<file path="src/rtl/tile_board_shuffler.sv">
// Builds a shuffled 10-tile board (five colour pairs) via fill + Fisher-Yates over a free-running LFSR.
// Optional colour-count self-check after the shuffle is enabled by defining TILE_SHUFFLE_CHECK_EN.
module tile_board_shuffler #(
    parameter int unsigned NUM_TILES = 10,
    parameter logic [15:0] LFSR_SEED = 16'hACE1
) (
    input  logic        CLOCK_50,
    input  logic        reset,
    input  logic        start,
    output logic        busy,
    output logic        done,
    input  logic [3:0]  rd_idx,
    output logic [10:0] rd_code,
    output logic        err
);

    localparam logic [15:0] SEED_EFF  = (LFSR_SEED == 16'h0000) ? 16'h0001 : LFSR_SEED;
    localparam logic [15:0] LFSR_MASK = 16'hB400;
    localparam logic [3:0]  LAST_IDX  = 4'(NUM_TILES - 1);
    localparam logic [4:0]  TILES_5B  = 5'(NUM_TILES);

    typedef enum logic [2:0] {
        S_IDLE    = 3'd0,
        S_FILL    = 3'd1,
        S_SHUFFLE = 3'd2,
`ifdef TILE_SHUFFLE_CHECK_EN
        S_CHECK   = 3'd3,
`endif
        S_DONE    = 3'd4
    } state_t;

`ifdef TILE_SHUFFLE_CHECK_EN
    localparam state_t SHUFFLE_EXIT = S_CHECK;
`else
    localparam state_t SHUFFLE_EXIT = S_DONE;
`endif

    function automatic logic [5:0] default_colour(input logic [3:0] k);
        case (k)
            4'd0:    default_colour = 6'd1;
            4'd1:    default_colour = 6'd2;
            4'd2:    default_colour = 6'd3;
            4'd3:    default_colour = 6'd4;
            4'd4:    default_colour = 6'd2;
            4'd5:    default_colour = 6'd4;
            4'd6:    default_colour = 6'd3;
            4'd7:    default_colour = 6'd1;
            4'd8:    default_colour = 6'd5;
            4'd9:    default_colour = 6'd5;
            default: default_colour = {3'b000, k[3:1]} + 6'd1;
        endcase
    endfunction

    // Smallest all-ones mask covering 0..i, so rejection sampling stays unbiased.
    function automatic logic [3:0] draw_mask(input logic [3:0] i);
        if (i <= 4'd1)      draw_mask = 4'd1;
        else if (i <= 4'd3) draw_mask = 4'd3;
        else if (i <= 4'd7) draw_mask = 4'd7;
        else                draw_mask = 4'd15;
    endfunction

    state_t      r_state;
    state_t      w_state_next;
    logic [3:0]  r_idx;
    logic [3:0]  w_idx_next;
    logic [15:0] r_lfsr;
    logic [5:0]  r_tile      [NUM_TILES];
    logic [5:0]  w_tile_next [NUM_TILES];
    logic [3:0]  w_draw;
    logic        w_busy_next;
    logic        r_busy;
    logic        r_done;
    logic [10:0] r_rd_code;

    assign w_busy_next = (w_state_next == S_FILL) || (w_state_next == S_SHUFFLE)
`ifdef TILE_SHUFFLE_CHECK_EN
                         || (w_state_next == S_CHECK)
`endif
                         ;

    // Next-state, index and tile-file update logic.
    always_comb begin
        w_state_next = r_state;
        w_idx_next   = r_idx;
        w_tile_next  = r_tile;
        w_draw       = r_lfsr[3:0] & draw_mask(r_idx);
        case (r_state)
            S_IDLE: begin
                if (start) begin
                    w_state_next = S_FILL;
                    w_idx_next   = 4'd0;
                end else begin
                    w_state_next = S_IDLE;
                end
            end
            S_FILL: begin
                w_tile_next[r_idx] = {3'b000, r_idx[3:1]} + 6'd1;
                if (r_idx == LAST_IDX) begin
                    w_state_next = S_SHUFFLE;
                    w_idx_next   = LAST_IDX;
                end else begin
                    w_idx_next = r_idx + 4'd1;
                end
            end
            S_SHUFFLE: begin
                if (w_draw <= r_idx) begin
                    w_tile_next[r_idx]  = r_tile[w_draw];
                    w_tile_next[w_draw] = r_tile[r_idx];
                    if (r_idx == 4'd1) begin
                        w_state_next = SHUFFLE_EXIT;
                        w_idx_next   = 4'd0;
                    end else begin
                        w_idx_next = r_idx - 4'd1;
                    end
                end else begin
                    w_state_next = S_SHUFFLE;
                end
            end
`ifdef TILE_SHUFFLE_CHECK_EN
            S_CHECK: begin
                if (r_idx == LAST_IDX) begin
                    w_state_next = S_DONE;
                end else begin
                    w_idx_next = r_idx + 4'd1;
                end
            end
`endif
            S_DONE:  w_state_next = S_IDLE;
            default: w_state_next = S_IDLE;
        endcase
    end

    // State, LFSR, tile file and registered outputs; the read port sees post-update contents.
    always_ff @(posedge CLOCK_50) begin
        if (reset) begin
            r_state   <= S_IDLE;
            r_idx     <= 4'd0;
            r_lfsr    <= SEED_EFF;
            r_busy    <= 1'b0;
            r_done    <= 1'b0;
            r_rd_code <= 11'd0;
            for (int k = 0; k < NUM_TILES; k++) begin
                r_tile[k] <= default_colour(4'(k));
            end
        end else begin
            r_state   <= w_state_next;
            r_idx     <= w_idx_next;
            r_lfsr    <= {1'b0, r_lfsr[15:1]} ^ (r_lfsr[0] ? LFSR_MASK : 16'h0000);
            r_busy    <= w_busy_next;
            r_done    <= (w_state_next == S_DONE);
            r_tile    <= w_tile_next;
            if (w_busy_next || ({1'b0, rd_idx} >= TILES_5B)) begin
                r_rd_code <= 11'd0;
            end else begin
                r_rd_code <= {4'b0000, w_tile_next[rd_idx], 1'b0};
            end
        end
    end

    assign busy    = r_busy;
    assign done    = r_done;
    assign rd_code = r_rd_code;

`ifdef TILE_SHUFFLE_CHECK_EN
    localparam int unsigned NUM_COLOURS = NUM_TILES / 2;

    logic [1:0] r_cnt      [NUM_COLOURS];
    logic [1:0] w_cnt_next [NUM_COLOURS];
    logic       r_bad;
    logic       w_bad_next;
    logic       w_err_now;
    logic       r_err;

    // Per-colour saturating counts; counts are cleared while the board is being filled.
    always_comb begin
        w_cnt_next = r_cnt;
        w_bad_next = r_bad;
        w_err_now  = 1'b0;
        if (r_state == S_FILL) begin
            for (int c = 0; c < NUM_COLOURS; c++) begin
                w_cnt_next[c] = 2'd0;
            end
            w_bad_next = 1'b0;
        end else if (r_state == S_CHECK) begin
            w_bad_next = r_bad || (r_tile[r_idx] == 6'd0) || (r_tile[r_idx] > 6'(NUM_COLOURS));
            for (int c = 0; c < NUM_COLOURS; c++) begin
                if ((r_tile[r_idx] == 6'(c + 1)) && (r_cnt[c] != 2'd3)) begin
                    w_cnt_next[c] = r_cnt[c] + 2'd1;
                end
            end
        end else begin
            w_bad_next = r_bad;
        end
        w_err_now = w_bad_next;
        for (int c = 0; c < NUM_COLOURS; c++) begin
            if (w_cnt_next[c] != 2'd2) begin
                w_err_now = 1'b1;
            end
        end
    end

    // Check counters and the sticky error flag, which lands together with done.
    always_ff @(posedge CLOCK_50) begin
        if (reset) begin
            r_bad <= 1'b0;
            r_err <= 1'b0;
            for (int c = 0; c < NUM_COLOURS; c++) begin
                r_cnt[c] <= 2'd0;
            end
        end else begin
            r_bad <= w_bad_next;
            r_cnt <= w_cnt_next;
            if ((r_state == S_IDLE) && start) begin
                r_err <= 1'b0;
            end else if ((r_state == S_CHECK) && (w_state_next == S_DONE)) begin
                r_err <= w_err_now;
            end else begin
                r_err <= r_err;
            end
        end
    end

    assign err = r_err;
`else
    assign err = 1'b0;
`endif

endmodule
</file>
<file path="config.mk">
export PLATFORM = sky130hd
export DESIGN_NAME = tile_board_shuffler
export DESIGN_NICKNAME = d
export VERILOG_FILES = /design/src/rtl/tile_board_shuffler.sv
export SDC_FILE = /design/constraint.sdc
export NUM_CORES = 1
export LEC_CHECK = 0
export CAP_MARGIN = 10
export CORE_MARGIN = 2
export CORE_UTILIZATION = 25
export CTS_BUF_LIST = sky130_fd_sc_hd__clkbuf_16
export CTS_CLUSTER_SIZE = 16
export DETAILED_ROUTE_END_ITERATION = 6
export SETUP_SLACK_MARGIN = 0.15
export SLEW_MARGIN = 20
export SYNTH_ARGS = -nofsm -noshare
export SYNTH_HDL_FRONTEND = slang
export SYNTH_SLANG_ARGS = --single-unit
export TNS_END_PERCENT = 30
</file>
<file path="constraint.sdc">
create_clock -name CLOCK_50 -period 3.5 [get_ports CLOCK_50]
set_clock_uncertainty 0.05 [all_clocks]
set_input_delay 0.35 -clock CLOCK_50 [delete_from_list [all_inputs] [get_ports CLOCK_50]]
set_output_delay 0.35 -clock CLOCK_50 [all_outputs]
set_load 0.01 [all_outputs]
</file>
==> summary.md, run 1 <==
| Metric | Value |
|---|---|
| Port Buffers | 14 |
| Worst hold path type | reg2reg |
| Asr flop ratio synth | 0 |
| Clock Tree Buf Depth | 2 |
| Setup crit start kind | flip-flop |
| Final setup TNS | 0 ns |
| Power density over the cells | about 310 nW/um^2 |
| Number of standard cells after synthesis | just under 1000 |
| Clock slew at the register clock pins of the worst setup and hold paths | ~0.070 ns |
| Leakage power figure | 0.00320 uW |
| Arrival time of data at the critical path endpoint | around 3.6 ns |
| Post-Layout Cell Count | around 1400 |
| Synthesized-area fraction occupied by and/or/nand/nor cells | 0.252 |
| Number of inserted diodes | 0 |
| Crit. End Element | flip-flop |
| Status | finished, final reports clean |
| FF-to-FF path depth | 13 |
| Distinct cells, synth | about 80 |
| Start-to-end type of the worst setup path | reg2reg |
| Achievable frequency | approximately 300 MHz |
| Xor and xnor fraction of the mapped netlist area | 0.00488 |
| Launch point of the worst reg-to-reg path | r_idx[1] |
| Clock Latency Late Sink | approximately 0.36 ns |
| Cell type with the highest aggregate area in the netlist | dfxtp_1 |
| Tmin final | 3.35 ns |
| Top cells by area, synth | dfxtp_1 (25%), nor2_1 (5.8%), nand2_1 (5.7%), a21oi_1 (5.2%), o21ai_0 (4.8%) |
| Capture endpoint of the worst hold path | r_lfsr[7] |
| Number of warning messages in the yosys log | 0 |
| Total congestion overflow after global routing | 0 |
| Startpoint of the worst hold path | r_lfsr[8] |
| Post-synthesis compound-gate area fraction | 0.320 |
| Instance count along the most critical hold path | 1 |
| End of the worst register-to-register path | rd_code[1] |
| Count of pins on the block boundary | 21 |
| Flip-flop and latch count after synthesis | between 90 and 100 |
| Clk root buf | clkbuf_16 |
| Post-route antenna net violation count | 0 |
| Number of design rule violations left after detail routing | 0 |
| Average wire per cell in the routed design | 24.7 um |
| Setup repair after global routing missed its margin | true |
| Most common library cell in the layout ignoring fill and taps | buf_4 |
| Max-capacitance violation count | 0 |
| Area fraction of the dominant cell type after synthesis | 0.254 |
| Synthesized area per cell | around 7.5 sq um |
| Sum of net half-perimeters after detailed placement | approximately 27000 um |
| X dimension of the die | about 170 um |
| # rows | 62 |
| Layout net count | 1074 |
| Crit-path max FO | 23 |
| Worst-Margin Slew | 1.01 ns |
| Multiplexer share of the synthesized area | 0.0906 |
| Portion of the post-synthesis area used by sequential elements | 0.254 |
| Number of global-route vias before repair | a little over 8000 |
| Clk sinks | 91 |
| Max-slew violation count | 0 |
| H-tree levels | 3 |
| Required time reported for the critical path endpoint | about 3.8 ns |
| Final routed wirelength across all metal layers | between 30000 and 40000 um |
| Number of antenna violations at the first check in global routing | 0 |
| Relative max-transition margin | 0.323 |
| First-pass GRT wire length | about 53000 um |
| Commonest register cell after synthesis | dfxtp_1 |
| Area share of fa/ha/maj cells after synthesis | 0.0174 |
| VDD IR-drop max | 0.237 mV |
| TritonCTS clock tree | yes |
| Layout area overhead | 24.0% |
| Number of detailed-route iterations in the first pass | 6 |
| Number of buffers created by CTS | 9 |
| # placed instances | around 1400 |
| Count of routing violations after the opening detailed-route iteration | 1196 |
| Last weighted congestion value of the routability-driven placer | 1.01 |
| Share of layout cells above drive strength 1 | 0.210 |
| Number of enable flip-flop cells after synthesis | 0 |
| Global routing usage summed across all routing layers | 0.234 |
| Detail-routed via count per cell | between 5 and 6 |
| Maximum number of pins on one net before global-route repair | between 80 and 90 |
| Final number of hold-violating endpoints | 0 |
| Initial core utilization | 0.252 |
| Core area | approximately 28000 sq um |
| Die area | ~30000 sq um |
| Synthesized area | between 7000 and 8000 sq um |
| Main combinational cell family by area after synthesis | compound AO/OA/AOI/OAI gates |
| Final clock period utilization by the worst path | 0.958 |
| Setup violators final | 0 |
| Die Y | between 150 and 200 um |
| Reg-to-reg slack, setup | approximately 0.15 ns |
| Routed via count | between 8000 and 9000 |
| Top library cells by usage in the layout, fill and taps aside | buf_4 (138), nor2_1 (111), nand2_1 (109) |
## synthesized netlist by cell type, types with 11 or more instances
master,instances
clkbuf_1,39
mux2i_1,29
o211ai_1,13
a31oi_1,19
nor2b_1,23
inv_1,15
nand2b_1,16
nand2_1,109
a22oi_1,19
a21oi_1,75
buf_2,20
mux4_2,14
a221oi_1,15
dfxtp_1,91
nor2_1,111
a211oi_1,12
nand3_1,31
o22ai_1,21
nor3_1,19
buf_4,11
o21ai_0,69
and2_1,14
## what timing repair did
| item | CTS | global route |
|---|---|---|
| hold buffers | 0 | 0 |
| setup endpoints to repair | 4 | 7 |
| resized for setup | 6 | 10 |
| pin swaps | 0 | 5 |
| setup buffers | 0 | 6 |
## layout make-up
cell class | count | area (sq um)
multi-input combinational | 785 | 5010
clock inverter | 7 | 76.3
fill | 3050 | 19600
clock buffer | 9 | 225
timing repair buffer | 155 | 1220
sequential | 91 | 1830
inverter | 15 | 56.3
tap | 384 | 480
## logic make-up after synthesis
logic type	after synthesis
AOI/OAI and AO/OA	337
xor gates and xnor gates	4
adders and majority gates	10
buffers and inverters	92
DFF	91
muxes	47
other	1
and+or+nand+nor	381
## metal layers
layer / global-route usage / vias up / routed length (um)
met5: 0 / - / 0
met4: 0.151 / 0 / 2520
met3: 0.0404 / 141 / 3860
met2: 0.348 / 656 / 15000
met1: 0.313 / 4020 / 14300
li1: - / 3787 / -
## power breakdown
part           leakage [uW]  internal (uW)  switching (uW)
clock network      0.000142            560             487
logic               0.00232            210             394
registers          0.000742           1060            23.7
## through the flow
step	util	power [uW]	area [sq um]	worst slack [ns]	hold slack, ns
2_1_floorplan	-	1440	7240	0.163	0.339
3_5_place_dp	0.298	1680	8500	0.0688	0.346
5_1_grt	0.313	2810	8900	0.127	0.390
3_3_place_gp	0.298	1680	8500	0.0564	0.344
6_report	0.313	2730	8900	0.147	0.360
4_1_cts	0.310	2720	8820	0.198	0.364
## critical path, cell delays in order, from the launching register on
cell	delay [ns]
dfxtp_2	0.33
buf_4	0.39
mux2i_1	0.23
a221oi_1	0.32
o21ai_0	0.21
o21ai_0	0.13
buf_4	0.17
buf_4	0.20
o221ai_1	0.27
nand4_1	0.22
nand2_1	0.09
nor4_1	0.37
buf_4	0.18
a31o_1	0.13
## sequential cells by signal, indices dropped and copies added, names as in the netlist
name	count
r_state	3
rd_code	6
r_idx	4
r_lfsr	16
r_tile	60
done	1
busy	1
## worst max-delay path by stage
stage	startpoint	endpoint	slack, ns	depth (start not counted)
6_report	r_idx[1]	rd_code[1]	0.15	13
5_1_grt	r_idx[1]	rd_code[1]	0.13	13
3_5_place_dp	r_idx[0]	rd_code[1]	0.07	14
3_3_place_gp	r_idx[0]	rd_code[1]	0.06	14
2_1_floorplan	r_lfsr[0]	rd_code[2]	0.16	17
4_1_cts	r_idx[0]	rd_code[2]	0.20	13
Note: power is estimated with default switching activity, not from simulation.
==> inputs of run 2 (changes only) <==
--- a/config.mk
+++ b/config.mk
@@ -11,6 +11,7 @@
 export CTS_BUF_LIST = sky130_fd_sc_hd__clkbuf_16
 export CTS_CLUSTER_SIZE = 16
 export DETAILED_ROUTE_END_ITERATION = 6
+export PLACE_DENSITY = 0.49
 export SETUP_SLACK_MARGIN = 0.15
 export SLEW_MARGIN = 20
 export SYNTH_ARGS = -nofsm -noshare
==> run 2 against run 1 <==
Sequential power about the same. Non-clock buffer count shrank 38. Worst setup slack got worse by 0.029 ns. Combinational power shrank 0.8%. Clock power hardly changed. Via count down 2.8%. Critical path depth is 1 lower. Die area stayed put. Flip-flop and latch count unchanged. Hold slack better by 0.0070 ns. Count of clock-buffer cells in the layout unchanged. Largest cell class unchanged. Largest power group unchanged.
==> summary.md, run 2 (synthesis gave the netlist of run 1 again) <==
| Metric | Value |
|---|---|
| Tmin final | approximately 3.4 ns |
| CTS Hold Buffers Added | 0 |
| Count of pins on the block boundary | 21 |
| Cell-by-cell trace of the critical path | inv_1 -> ha_1 -> or2_4 -> a21oi_4 -> mux4_2 -> o22ai_4 -> nor2_1 -> a2111oi_2 -> or3_1 -> a32o_1 -> a31oi_1 -> a32o_1 |
| Post-Layout Cell Count | between 1000 and 1500 |
| Last weighted congestion value of the routability-driven placer | ~1 |
| # placed instances | 1385 |
| Overall power | approximately 2700 uW |
| Leakage power figure | 0.00307 uW |
| Clock Tree Buf Depth | 2 |
| Layout area overhead | 20.5% |
| Crit. End Element | flip-flop |
| Post-route antenna net violation count | 0 |
| Count of routing violations after the opening detailed-route iteration | about 1100 |
| Pre-CTS WS | -0.119 ns |
| Sequential standard cell area | ~1800 sq um |
| Maximum number of pins on one net before global-route repair | 86 |
| First-pass GRT wire length | between 50000 and 60000 um |
| Instance count along the most critical hold path | 1 |
| Global routing usage summed across all routing layers | 0.228 |
| Max-capacitance violation count | 0 |
| Number of inserted diodes | 0 |
| Share of layout cells above drive strength 1 | 0.182 |
| FF-to-FF path depth | 12 |
| Number of antenna violations at the first check in global routing | 0 |
| Filler Cell Count | slightly above 3000 |
| Routed via count | about 8400 |
| Status | finished, final reports clean |
| Top register by number of flip-flops | r_tile |
| Final routed wirelength across all metal layers | 35000 um |
| Core area | ~28000 sq um |
| Initial core utilization | 0.252 |
| Clock Latency Late Sink | roughly 0.37 ns |
| Number of global-route vias before repair | just under 8000 |
| Arrival time of data at the critical path endpoint | between 3 and 4 ns |
| Launch point of the worst reg-to-reg path | r_idx[0] |
| End of the worst register-to-register path | rd_code[2] |
| Sum of net half-perimeters after detailed placement | 26500 um |
| Reg-to-reg slack, setup | roughly 0.12 ns |
| Multi-input gate area | 5050 sq um |
| Final setup TNS | 0 ns |
| VDD IR-drop max | approximately 0.18 mV |
| Setup violators final | 0 |
| Clk root buf | clkbuf_16 |
| Critical path's most frequent cell | a32o_1 |
| H-tree levels | 3 |
| Average wire per cell in the routed design | approximately 25 um |
| Start-to-end type of the worst setup path | reg2reg |
| Achievable frequency | 296 MHz |
| Critical Path Slowest Stage Cell | mux4_2 |
| Final number of hold-violating endpoints | 0 |
| Capture endpoint of the worst hold path | r_lfsr[5] |
| Startpoint of the worst hold path | r_lfsr[6] |
| Worst hold path type | reg2reg |
| Slowest cell delay on critical path | around 0.39 ns |
| Port Buffers | 14 |
| Worst-Margin Slew | roughly 0.9 ns |
| Number of design rule violations left after detail routing | 0 |
| Setup repair after global routing missed its margin | true |
| Clk sinks | about 90 |
| # rows | 62 |
| Total congestion overflow after global routing | 0 |
| Crit path max-delay family | compound AO/OA/AOI/OAI gates |
| Max reg flops | 60 |
| Layout net count | 1036 |
| Crit-path max FO | 6 |
| Worst path setup slack after routing | approximately 0.12 ns |
| Number of buffers and inverters on the critical path | 1 |
| X dimension of the die | roughly 170 um |
| Worst path depth | 12 |
| Top library cells by usage in the layout, fill and taps aside | nand2_1 (109), nor2_1 (109), buf_4 (99) |
| Clock slew at the register clock pins of the worst setup and hold paths | around 0.08 ns |
| Required time reported for the critical path endpoint | between 3 and 4 ns |
| Number of buffers created by CTS | 9 |
| TritonCTS clock tree | yes |
| Relative max-transition margin | 0.388 |
| Final clock period utilization by the worst path | 0.966 |
| Die Y | between 150 and 200 um |
| Setup crit start kind | flip-flop |
| Number of detailed-route iterations in the first pass | 5 |
| Die area | approximately 30000 sq um |
| Detail-routed via count per cell | 5.94 |
| Power density over the cells | between 300 and 400 nW/um^2 |
| Max-slew violation count | 0 |
-- run 2: cell count changes in the layout (fill, tap and decap cells not counted), sizes merged --
cell / previous run / this run
clkinvlp: 2 / 0
buf: 142 / 104
inv: 17 / 19
-- run 2: layer usage --
layer	routed length (um)	track usage	vias up	share of wire
li1	-	-	3736	-
met1	14500	0.307	3954	0.41
met2	15200	0.350	567	0.43
met3	3270	0.0360	106	0.093
met4	2030	0.125	0	0.058
met5	0	0	-	0
-- run 2: power by group --
group          leakage [uW]  internal (uW)  switching [uW]
Clock              0.000152            569             499
Combinational       0.00217            205             392
Sequential         0.000741           1060            23.5
-- run 2: stage by stage --
step,instance area (sq um),util,hold WS (ns)
floorplan,7240,-,0.339
global placement,8200,0.288,0.347
detailed placement,8200,0.288,0.344
CTS,8530,0.300,0.369
global route,8660,0.304,0.396
finish,8660,0.304,0.367
-- run 2: final cells by class --
type | count | area share
Multi-Input combinational cell | 785 | 0.583
Sequential cell | 91 | 0.211
Timing Repair Buffer | 117 | 0.109
Tap cell | 384 | 0.0555
Clock buffer | 9 | 0.0260
Clock inverter | 7 | 0.00954
Inverter | 15 | 0.00650
-- run 2: worst max path at each step --
stage               startpoint    endpoint
finish                r_idx[0]  rd_code[2]
global route          r_idx[3]  rd_code[6]
floorplan            r_lfsr[0]  rd_code[2]
detailed placement    r_idx[3]  rd_code[1]
global placement      r_idx[3]  rd_code[1]
CTS                   r_idx[0]  rd_code[2]
-- run 2: timing repair --
action                     in CTS  in global routing
resized for setup               3                 20
pin swaps                       1                  4
setup endpoints to repair       3                  7
buffers inserted                2                  5
==> inputs of run 3 (changes only) <==
--- a/config.mk
+++ b/config.mk
@@ -7,11 +7,11 @@
 export LEC_CHECK = 0
 export CAP_MARGIN = 10
 export CORE_MARGIN = 2
-export CORE_UTILIZATION = 25
+export CORE_UTILIZATION = 57
 export CTS_BUF_LIST = sky130_fd_sc_hd__clkbuf_16
 export CTS_CLUSTER_SIZE = 16
 export DETAILED_ROUTE_END_ITERATION = 6
-export PLACE_DENSITY = 0.49
+export PLACE_DENSITY = 0.87
 export SETUP_SLACK_MARGIN = 0.15
 export SLEW_MARGIN = 20
 export SYNTH_ARGS = -nofsm -noshare
==> run 3 against run 2 <==
Register-to-register slack gained 0.05 ns. Maximum frequency increased by 1.5%. Count of clock-buffer cells in the layout stayed put. Clock power is 4% lower. Non-clock buffer count fell by 3. Hold slack lost 0.0067 ns. Largest cell class unchanged.
==> summary.md, run 3 (synthesis gave the netlist of run 1 again) <==
| Metric | Value |
|---|---|
| Core area | between 10000 and 15000 sq um |
| Total congestion overflow after global routing | 0 |
| Final routed wirelength across all metal layers | 32800 um |
| Clk sinks | around 90 |
| Count of pins on the block boundary | 21 |
| Filler Cell Count | approximately 1100 |
| Routed via count | 8850 |
| Leakage power figure | just over 0.003 uW |
| Post-Route Utilization | 0.671 |
| Global routing usage summed across all routing layers | 0.478 |
| Number of inserted diodes | 0 |
| Required time reported for the critical path endpoint | about 3.7 ns |
| Post-route antenna net violation count | 0 |
| Setup repair after global routing missed its margin | true |
| # rows | 41 |
| Worst-Margin Slew | around 0.91 ns |
| Status | finished, final reports clean |
| Die Y | 116 um |
| Startpoint of the worst hold path | r_lfsr[6] |
| Number of buffers created by CTS | 9 |
| Layout net count | between 1000 and 1500 |
| Max reg flops | 60 |
| CTS Hold Buffers Added | 0 |
| Worst hold path type | reg2reg |
| Top library cells by usage in the layout, fill and taps aside | nor2_1 (109), nand2_1 (107), buf_4 (96) |
| TritonCTS clock tree | yes |
| Clk root buf | clkbuf_16 |
| Setup violators final | 0 |
| Arrival time of data at the critical path endpoint | 3.56 ns |
| Number of design rule violations left after detail routing | 0 |
| Max-capacitance violation count | 0 |
| Worst-case hold slack | 0.360 ns |
| Die area | between 10000 and 15000 sq um |
| Crit. End Element | flip-flop |
| Setup crit start kind | flip-flop |
| Sum of net half-perimeters after detailed placement | roughly 23000 um |
| First-pass GRT wire length | around 47000 um |
| Number of antenna violations at the first check in global routing | 0 |
| Sequential standard cell area | roughly 1800 sq um |
| Clock Tree Buf Depth | 2 |
| Last weighted congestion value of the routability-driven placer | approximately 1.1 |
| Most Used Layer, Global Route | met2 |
| Tmin final | ~3.3 ns |
| Worst setup path startpoint | r_idx[3] |
| X dimension of the die | 116 um |
| Crit-path max FO | 13 |
| Final setup TNS | 0 ns |
| Port Buffers | 14 |
| Initial core utilization | 0.576 |
| Start-to-end type of the worst setup path | reg2reg |
| Met3 GRT Util | 0.154 |
| Launch point of the worst reg-to-reg path | r_idx[3] |
| Share of layout cells above drive strength 1 | 0.187 |
| Final number of hold-violating endpoints | 0 |
| Layout area overhead | 16.5% |
| Final clock period utilization by the worst path | 0.952 |
| Number of detailed-route iterations in the first pass | 6 |
| Achievable frequency | approximately 300 MHz |
| Max-slew violation count | 0 |
| Met2 GRT Util | 0.671 |
| Top register by number of flip-flops | r_tile |
| Maximum number of pins on one net before global-route repair | 86 |
| Power density over the cells | 324 nW/um^2 |
| Clock Latency Late Sink | between 0.3 and 0.4 ns |
| Detail-routed via count per cell | 7.41 |
| Clock slew at the register clock pins of the worst setup and hold paths | roughly 0.070 ns |
| Relative max-transition margin | 0.395 |
| GR Util met1 | 0.635 |
| VDD IR-drop max | roughly 0.25 mV |
| Average wire per cell in the routed design | about 27 um |
| Multi-input gate area | 5080 sq um |
| Count of routing violations after the opening detailed-route iteration | between 1500 and 2000 |
| H-tree levels | 3 |
| Number of global-route vias before repair | 7724 |
| Most common library cell in the layout ignoring fill and taps | nor2_1 |
[run 3: cell count changes in the layout (fill, tap and decap cells not counted), sizes merged]
cell | previous run | this run
clkinvlp | 0 | 1
a21oi | 77 | 78
buf | 104 | 101
inv | 19 | 18
[run 3: layer usage]
metal  share of wire  up-vias
met5               0        -
met4           0.082        0
met3            0.15      230
met2            0.39      910
met1            0.37     4011
li1                -     3699
[run 3: final timing paths]
path	endpoint	slack, ns	cells past startpoint
worst min register to register	r_lfsr[5]	0.36	1
worst min-delay path	r_lfsr[5]	0.36	1
worst max-delay path	rd_code[4]	0.17	12
worst max register to register	rd_code[4]	0.17	12
[run 3: metrics by stage]
stage               cells  instance area (sq um)  power, uW  setup slack [ns]
detailed placement   1174                   7920       1640            0.0642
finish               1194                   8370       2710             0.168
floorplan             968                   7240       1440             0.163
global route         1194                   8370       2770            0.0618
CTS                  1193                   8250       2640             0.102
global placement     1174                   7920       1630             0.126
[run 3: layout make-up]
| type | count | area share |
|---|---|---|
| well taps | 172 | 0.0257 |
| repair buffers | 114 | 0.107 |
| clock buffers | 9 | 0.0269 |
| clock inverters | 7 | 0.00867 |
| flip-flops and latches | 91 | 0.218 |
| inverters | 15 | 0.00673 |
| multi-input cells | 786 | 0.607 |
[run 3: where the power goes]
group	switching [uW]	leakage, uW	internal, uW
logic	400	0.00215	200
clock network	472	0.000144	559
registers	21.9	0.000742	1060
[run 3: worst max-delay path, stage by stage, from the launching register on]
cell,delay (ns)
dfxtp_2,0.41
nand2_1,0.16
inv_1,0.11
ha_1,0.25
nand4b_1,0.15
nand2_1,0.13
a311oi_2,0.44
nand2_4,0.22
nor3_4,0.43
a221oi_1,0.19
buf_4,0.20
a211o_1,0.31
o211ai_1,0.18
[run 3: repair_timing]
| item | 4_1_cts | 5_1_grt |
|---|---|---|
| endpoints found under the setup margin | 6 | 7 |
| pin swaps | 1 | 7 |
| buffers inserted | 2 | 0 |
| gates resized for setup | 3 | 29 |
| cloned | 1 | 1 |
| hold endpoints to repair | 0 | 0 |
